[src/rtl/csr_inc.sv]
// -----------------------------------------------------------------------------
// csr_inc
// Shared CSR definitions used by decode and writeback CSR logic.
//   csr_write_func    : read-modify-write flavour (RW / RS / RC)
//   csr_input_sel     : source operand select (register or 5-bit immediate)
//   csr_params_t      : decoded CSR instruction controls
//   csr_ctrl_state_t  : csr_access_ctrl sequencer states
//   CSR_RO_ADDR_BITS  : csr_addr[11:10] pattern marking a read-only CSR
// -----------------------------------------------------------------------------
package csr_inc;

   typedef enum logic [1:0] {
      CSR_RW = 2'd0,
      CSR_RS = 2'd1,
      CSR_RC = 2'd2
   } csr_write_func;

   typedef enum logic {
      CSR_SEL_REG = 1'b0,
      CSR_SEL_IMM = 1'b1
   } csr_input_sel;

   typedef struct packed {
      logic          read_enable;
      logic          write_enable;
      csr_input_sel  input_select;
      csr_write_func write_func;
   } csr_params_t;

   typedef enum logic [2:0] {
      ST_IDLE    = 3'd0,
      ST_READ    = 3'd1,
      ST_WRITE   = 3'd2,
      ST_TRAP_WR = 3'd3,
      ST_DONE    = 3'd4
   } csr_ctrl_state_t;

   localparam logic [1:0] CSR_RO_ADDR_BITS = 2'b11;

endpackage

[src/rtl/csr_wdata_calc.sv]
// -----------------------------------------------------------------------------
// csr_wdata_calc
// Combinational CSR write-data generator.
//   write_func : RW / RS / RC
//   old_value  : current CSR contents
//   src        : source operand (rs1 or zero-extended uimm)
//   wdata      : value to write back
// -----------------------------------------------------------------------------
module csr_wdata_calc
   import csr_inc::*;
#(
   parameter int unsigned XLEN = 32
) (
   input  csr_write_func   write_func,
   input  logic [XLEN-1:0] old_value,
   input  logic [XLEN-1:0] src,
   output logic [XLEN-1:0] wdata
);

   always_comb begin
      wdata = src;
      case (write_func)
         CSR_RW:  wdata = src;
         CSR_RS:  wdata = old_value | src;
         CSR_RC:  wdata = old_value & ~src;
         default: wdata = src;
      endcase
   end

endmodule

[src/rtl/csr_access_ctrl.sv]
// -----------------------------------------------------------------------------
// csr_access_ctrl
// Writeback-stage CSR sequencer: runs read / modify / write against the CSR
// file over a req/ack bus and arbitrates that bus with trap-unit writes.
//   clk, reset            : core clock, asynchronous active-high reset
//   start, csr_params,
//   csr_addr, rs1_value,
//   uimm                  : CSR instruction from writeback (taken when ready)
//   ready, done, rd_data,
//   illegal               : stall / completion / old value / reject status
//   trap_req, trap_addr,
//   trap_wdata, trap_ack  : trap-unit write port (req held until ack)
//   bus_req, bus_we,
//   bus_addr, bus_wdata,
//   bus_ack, bus_rdata,
//   bus_err               : CSR file bus (ack may arrive with req)
// -----------------------------------------------------------------------------
module csr_access_ctrl
   import csr_inc::*;
#(
   parameter int unsigned XLEN       = 32,
   parameter int unsigned CSR_ADDR_W = 12
) (
   input  logic                  clk,
   input  logic                  reset,

   input  logic                  start,
   input  csr_params_t           csr_params,
   input  logic [CSR_ADDR_W-1:0] csr_addr,
   input  logic [XLEN-1:0]       rs1_value,
   input  logic [4:0]            uimm,
   output logic                  ready,
   output logic                  done,
   output logic [XLEN-1:0]       rd_data,
   output logic                  illegal,

   input  logic                  trap_req,
   input  logic [CSR_ADDR_W-1:0] trap_addr,
   input  logic [XLEN-1:0]       trap_wdata,
   output logic                  trap_ack,

   output logic                  bus_req,
   output logic                  bus_we,
   output logic [CSR_ADDR_W-1:0] bus_addr,
   output logic [XLEN-1:0]       bus_wdata,
   input  logic                  bus_ack,
   input  logic [XLEN-1:0]       bus_rdata,
   input  logic                  bus_err
);

   csr_ctrl_state_t       state;
   csr_ctrl_state_t       state_n;
   logic                  ready_q;
   csr_params_t           params_q;
   logic [XLEN-1:0]       src_q;
   logic [XLEN-1:0]       old_q;
   logic                  illegal_q;
   logic [CSR_ADDR_W-1:0] addr_q;
   logic [XLEN-1:0]       wdata_q;
   logic [XLEN-1:0]       calc_wdata;

   logic                  accept;
   logic                  trap_accept;
   logic                  ro_reject;
   logic                  needs_bus;

   assign trap_accept = (state == ST_IDLE) && trap_req;
   assign accept      = (state == ST_IDLE) && !trap_req && start;
   assign ro_reject   = csr_params.write_enable &&
                        (csr_addr[CSR_ADDR_W-1 -: 2] == CSR_RO_ADDR_BITS);
   assign needs_bus   = !ro_reject &&
                        (csr_params.read_enable || csr_params.write_enable);

   always_comb begin
      state_n = state;
      case (state)
         ST_IDLE: begin
            if (trap_req) begin
               state_n = ST_TRAP_WR;
            end else if (start) begin
               if (ro_reject)                    state_n = ST_DONE;
               else if (csr_params.read_enable)  state_n = ST_READ;
               else if (csr_params.write_enable) state_n = ST_WRITE;
               else                              state_n = ST_DONE;
            end
         end
         ST_READ: begin
            if (bus_ack) begin
               if (bus_err)                    state_n = ST_DONE;
               else if (params_q.write_enable) state_n = ST_WRITE;
               else                            state_n = ST_DONE;
            end
         end
         ST_WRITE:   if (bus_ack) state_n = ST_DONE;
         ST_TRAP_WR: if (bus_ack) state_n = ST_IDLE;
         ST_DONE:    state_n = ST_IDLE;
         default:    state_n = ST_IDLE;
      endcase
   end

   csr_wdata_calc #(
      .XLEN (XLEN)
   ) u_wdata_calc (
      .write_func (params_q.write_func),
      .old_value  (old_q),
      .src        (src_q),
      .wdata      (calc_wdata)
   );

   // bus_addr/wdata live in registers so they hold their last value whenever
   // the bus is idle; only the WRITE-state data comes straight from the
   // calculator, and that depends on the old-value register, not bus_rdata.
   always_ff @(posedge clk or posedge reset) begin
      if (reset) begin
         state     <= ST_IDLE;
         ready_q   <= 1'b1;
         params_q  <= '0;
         src_q     <= '0;
         old_q     <= '0;
         illegal_q <= 1'b0;
         addr_q    <= '0;
         wdata_q   <= '0;
      end else begin
         state   <= state_n;
         ready_q <= (state_n == ST_IDLE);

         if (trap_accept) begin
            addr_q  <= trap_addr;
            wdata_q <= trap_wdata;
         end

         if (accept) begin
            params_q  <= csr_params;
            src_q     <= (csr_params.input_select == CSR_SEL_REG) ?
                         rs1_value : {{(XLEN-5){1'b0}}, uimm};
            old_q     <= '0;
            illegal_q <= ro_reject;
            if (needs_bus) addr_q <= csr_addr;
         end

         if (state == ST_READ && bus_ack) begin
            old_q <= bus_rdata;
            if (bus_err) illegal_q <= 1'b1;
         end

         if (state == ST_WRITE) begin
            wdata_q <= calc_wdata;
            if (bus_ack && bus_err) illegal_q <= 1'b1;
         end
      end
   end

   assign ready     = ready_q && !trap_req;
   assign done      = (state == ST_DONE);
   assign illegal   = (state == ST_DONE) && illegal_q;
   assign rd_data   = old_q;
   assign trap_ack  = (state == ST_TRAP_WR) && bus_ack;

   assign bus_req   = (state == ST_READ) || (state == ST_WRITE) ||
                      (state == ST_TRAP_WR);
   assign bus_we    = (state == ST_WRITE) || (state == ST_TRAP_WR);
   assign bus_addr  = addr_q;
   assign bus_wdata = (state == ST_WRITE) ? calc_wdata : wdata_q;

endmodule
[config.mk]
export PLATFORM = sky130hd
export DESIGN_NAME = csr_access_ctrl
export DESIGN_NICKNAME = d
export VERILOG_FILES = /design/src/rtl/csr_inc.sv /design/src/rtl/csr_wdata_calc.sv /design/src/rtl/csr_access_ctrl.sv
export SDC_FILE = /design/constraint.sdc
export NUM_CORES = 1
export LEC_CHECK = 0
export CORE_MARGIN = 10
export CORE_UTILIZATION = 45
export DETAILED_ROUTE_END_ITERATION = 10
export GPL_TIMING_DRIVEN = 0
export PLACE_DENSITY_LB_ADDON = 0.3
export SLEW_MARGIN = 20
export SYNTH_ARGS = -nofsm -noshare
export SYNTH_HDL_FRONTEND = slang
export SYNTH_SLANG_ARGS = --single-unit
[constraint.sdc]
create_clock -name clk -period 4.56 [get_ports clk]
set_input_delay 0.684 -clock clk [delete_from_list [all_inputs] [get_ports clk]]
set_output_delay 0.684 -clock clk [all_outputs]
set_load 0.01 [all_outputs]
==> Flow_metrics.wiki <==
{| class="wikitable"
! Metric !! Value
|-
| Total of hold buffers inserted after clock tree synthesis || 0
|-
| Max IR drop VDD || 0.000345 V
|-
| Via count of the first global-routing pass || between 5000 and 6000
|-
| Leakage power || 4.03 nW
|-
| Number of vias per cell after detailed routing || between 5 and 6
|-
| Quantity of I/O buffers inserted on ports || 217
|-
| Synthesized netlist cell count || 666
|-
| Number of levels in the clock H-tree || 4
|-
| Last weighted congestion value of the routability-driven placer || 0.894
|-
| Standard cell with the maximum stage delay on the critical path || sky130_fd_sc_hd__clkdlybuf4s50_1
|-
| IO Count || 218
|-
| Clock buffer count from CTS || 17
|-
| Number of search-and-repair iterations in the first detailed-routing pass || 5
|-
| GRT Util Overall || 22.4%
|-
| Slew of the pin with the lowest slew margin || 0.686 ns
|-
| Most Frequent Cell on Critical Path || sky130_fd_sc_hd__clkbuf_1
|-
| Warnings, synthesis || 0
|-
| Via count || between 5000 and 6000
|-
| Count of final max-slew check failures || 0
|-
| Max-cap violations || 0
|-
| CTS Sinks || 116
|-
| Number of distinct library cells after synthesis || 38
|-
| Required time worst endpoint || 3.88 ns
|-
| Flip-flop and latch count after synthesis || 116
|-
| Type of element launching the critical path || flip-flop
|-
| Deepest clock path buffer count || 2
|-
| Int Power || 3.81 mW
|-
| Sequential fraction of design power || 29.2%
|-
| Period Utilization, post-route || 80.1%
|-
| CTS tree || yes
|-
| Buffers inserted during post-CTS setup optimization || 0
|-
| Type of the worst setup path || flip-flop to output pin
|-
| Clock skew || 0.00767 ns
|-
| Worst rel slew slack || 54.3%
|-
| Global-route wire length before repair || 32.5 mm
|-
| Half-perimeter wire length after detailed placement || 15.5 mm
|-
| Largest fanout on the critical path || 10
|-
| Pin count of the biggest net entering global routing || 67
|-
| Clock power share || 21.4%
|-
| Critical path capture point type || output pin
|-
| Clock Pin Slew Worst Setup and Hold Paths || 0.05 ns
|-
| Y dimension of the die || about 140 um
|-
| Initial detailed-routing violation count || 440
|-
| Cells along the critical path || inv_1, ha_1, or2_2, clkbuf_1, clkbuf_1, o221ai_1, nand2_1, clkdlybuf4s50_1
|-
| Final hold vios || 0
|-
| Setup Viol. Count Final || 0
|-
| Sequential fraction of the synthesis area || approximately 48%
|-
| Proportion of power drawn by combinational gates || around 49%
|-
| Synth-to-layout area growth || 49.7%
|-
| Maximum clock frequency || 0.274 GHz
|-
| Die Area || 18500 sq um
|-
| Initial cell density of the core || 45.8%
|-
| Result of the run || completed
|-
| Remaining DRCs || 0
|-
| Insertion delay of the later-clocked pin in the worst-skew pair || 0.42 ns
|-
| Psw || 2.31 mW
|-
| Post-route design area || 9080 sq um
|-
| CTS root buf || sky130_fd_sc_hd__clkbuf_16
|-
| Setup_tns || 0 ns
|-
| Syn Std Cell Area || between 6000 and 7000 sq um
|-
| Total length of routed wires || about 21 mm
|-
| CP arrival || 2.97 ns
|-
| Final net count || 1041
|-
| Switching part of the total || 37.7%
|-
| Antenna violations before repair || 0
|-
| Post-detailed-route wirelength per cell || 18.9 um
|-
| Setup repair after global routing missed its margin || no
|-
| Type of the most critical hold path || flip-flop to flip-flop
|-
| Horiz. Die Dim || ~140 um
|-
| Fin util || between 60% and 70%
|-
| Number of antenna repair diodes || 0
|-
| Placed Instance Area || 8490 sq um
|-
| Mean Syn Cell Area || 9.11 sq um
|-
| Total gr overflow || 0
|-
| Period minus WS final || approximately 3.7 ns
|-
| Fraction of layout instances using a drive strength above 1 || around 6.6%
|-
| Row cnt || 42
|-
| Cell Pwr Density || 673 nW/um^2
|-
| Antenna viol nets, final || 0
|-
| Maximum single-stage delay on the critical path || 0.55 ns
|-
| Post-synthesis net count || 804
|-
| Number of instances resized during post-cts repair || 0
|-
| Core region area || 13200 sq um
|}
[worst max-delay path: cells and delay by family, from the launching register on]
family | cells | cell delay (ns)
AOI/OAI and AO/OA | 1 | 0.29
buffers and inverters | 4 | 1.24
and+or+nand+nor | 2 | 0.27
adders and majority gates | 1 | 0.38
DFF | 1 | 0.37
[area by class of cell]
class	count	area (sq um)
buffer	50	313
sequential	116	2900
fill	1082	4160
clock buffer	30	554
inverter	5	23.8
tap	176	220
clock inverter	2	35.0
multi-input combinational	495	2830
timing repair buffer	218	2200
[cells by family (layout without fill, tap and decap cells)]
logic type,Yosys count,count (layout),share of synthesized area [%]
AO/OA/AOI/OAI,118,118,12.0
adder cells (fa/ha/maj),2,2,0.412
buffers and inverters,55,305,5.46
flip-flops,116,116,47.8
multiplexers,52,52,8.70
AND/OR/NAND/NOR,323,323,25.5
[state kept, by name, summed over array words and instances, names as in the netlist]
name / flops
src_q: 32
illegal_q: 1
rd_data: 32
bus_addr: 12
state: 3
wdata_q: 32
params_q: 3
ready_q: 1
[power by group through the flow]
stage / combinational [mW] / clock [mW] / sequential, mW
detailed placement: 3.02 / 0 / 1.78
global route: 3.31 / 1.37 / 1.85
global placement: 2.97 / 0 / 1.77
finish: 3.02 / 1.31 / 1.79
CTS: 3.05 / 1.33 / 1.78
floorplan: 1.62 / 0 / 1.80
[cell usage after synthesis]
master | number | share of area, %
sky130_fd_sc_hd__and3_1 | 2 | 0.21
sky130_fd_sc_hd__buf_2 | 8 | 0.66
sky130_fd_sc_hd__o21ai_1 | 28 | 2.3
sky130_fd_sc_hd__and2b_1 | 1 | 0.12
sky130_fd_sc_hd__nand4_1 | 1 | 0.10
sky130_fd_sc_hd__buf_6 | 7 | 1.3
sky130_fd_sc_hd__buf_1 | 3 | 0.19
sky130_fd_sc_hd__nor3_1 | 1 | 0.082
sky130_fd_sc_hd__and2_1 | 2 | 0.21
sky130_fd_sc_hd__buf_8 | 2 | 0.49
sky130_fd_sc_hd__nor2b_1 | 69 | 7.1
sky130_fd_sc_hd__o221ai_1 | 33 | 4.8
sky130_fd_sc_hd__mux2i_1 | 49 | 8.1
sky130_fd_sc_hd__mux2_2 | 2 | 0.37
sky130_fd_sc_hd__ha_1 | 2 | 0.41
sky130_fd_sc_hd__mux2_4 | 1 | 0.25
sky130_fd_sc_hd__o21ai_0 | 36 | 3.0
sky130_fd_sc_hd__or2_2 | 1 | 0.10
sky130_fd_sc_hd__o21a_1 | 1 | 0.12
sky130_fd_sc_hd__clkbuf_2 | 3 | 0.25
sky130_fd_sc_hd__buf_12 | 2 | 0.66
sky130_fd_sc_hd__nand2b_1 | 29 | 3.0
sky130_fd_sc_hd__nor2b_4 | 1 | 0.23
sky130_fd_sc_hd__nor3b_2 | 1 | 0.21
sky130_fd_sc_hd__a41oi_1 | 1 | 0.14
sky130_fd_sc_hd__nand2_1 | 165 | 10
sky130_fd_sc_hd__a21oi_1 | 15 | 1.2
sky130_fd_sc_hd__clkbuf_1 | 24 | 1.5
sky130_fd_sc_hd__buf_4 | 1 | 0.12
sky130_fd_sc_hd__inv_1 | 5 | 0.31
sky130_fd_sc_hd__nand3_1 | 34 | 2.8
sky130_fd_sc_hd__o2111ai_1 | 1 | 0.14
sky130_fd_sc_hd__nor4b_2 | 1 | 0.25
sky130_fd_sc_hd__dfrtp_1 | 115 | 47
sky130_fd_sc_hd__a31oi_1 | 2 | 0.21
sky130_fd_sc_hd__dfstp_2 | 1 | 0.43
sky130_fd_sc_hd__nor2_1 | 15 | 0.93
sky130_fd_sc_hd__o32ai_1 | 1 | 0.14
[placed cells by master, fill, tap and decap left out, drive strengths merged]
master,count
nor3b,1
nor2b,70
and2,2
o32ai,1
o221ai,33
inv,5
nand2,165
o2111ai,1
a21oi,15
and2b,1
dfstp,1
or2,1
mux2i,49
o21ai,64
clkdlybuf4s50,217
nor4b,1
ha,2
clkbuf,57
a41oi,1
dfrtp,115
mux2,3
clkinv,1
nand4,1
nor3,1
nand2b,29
buf,24
bufinv,1
o21a,1
and3,2
nor2,15
a31oi,2
nand3,34
[through the flow]
step                      power [mW]  std cells  setup slack (ns)  hold slack [ns]
after detailed placement        4.80       1060              1.33            0.489
after global placement          4.74       1059             -1.01            0.483
after floorplan                 3.41        666             0.805            0.448
final                           6.12       1092             0.906            0.503
after CTS                       6.15       1092             0.882            0.500
after global routing            6.53       1092             0.680            0.539
[final timing paths]
check	startpoint	to	slack, ns	cells past startpoint
min in group asynchronous	reset	wdata_q[21]$_DFFE_PP0P_	0.68	2
worst max-delay path	params_q[0]$_DFFE_PP0N_	bus_wdata[24]	0.91	8
worst min-delay path	illegal_q$_DFF_PP0_	illegal_q$_DFF_PP0_	0.50	2
max in group asynchronous	reset	wdata_q[11]$_DFFE_PP0P_	3.18	3
worst min register to register	illegal_q$_DFF_PP0_	illegal_q$_DFF_PP0_	0.50	2
worst max register to register	params_q[0]$_DFFE_PP0N_	wdata_q[24]$_DFFE_PP0P_	2.38	7
[layer usage]
layer / track usage (%) / vias to the layer above / part of all wire (%)
met3: 6.86 / 36 / 7.2
met4: 8.88 / 0 / 2.6
met1: 27.2 / 2740 / 42
li1: - / 2741 / -
met5: 0 / - / 0
met2: 36.6 / 203 / 48
Note: power is estimated with default switching activity, not from simulation.
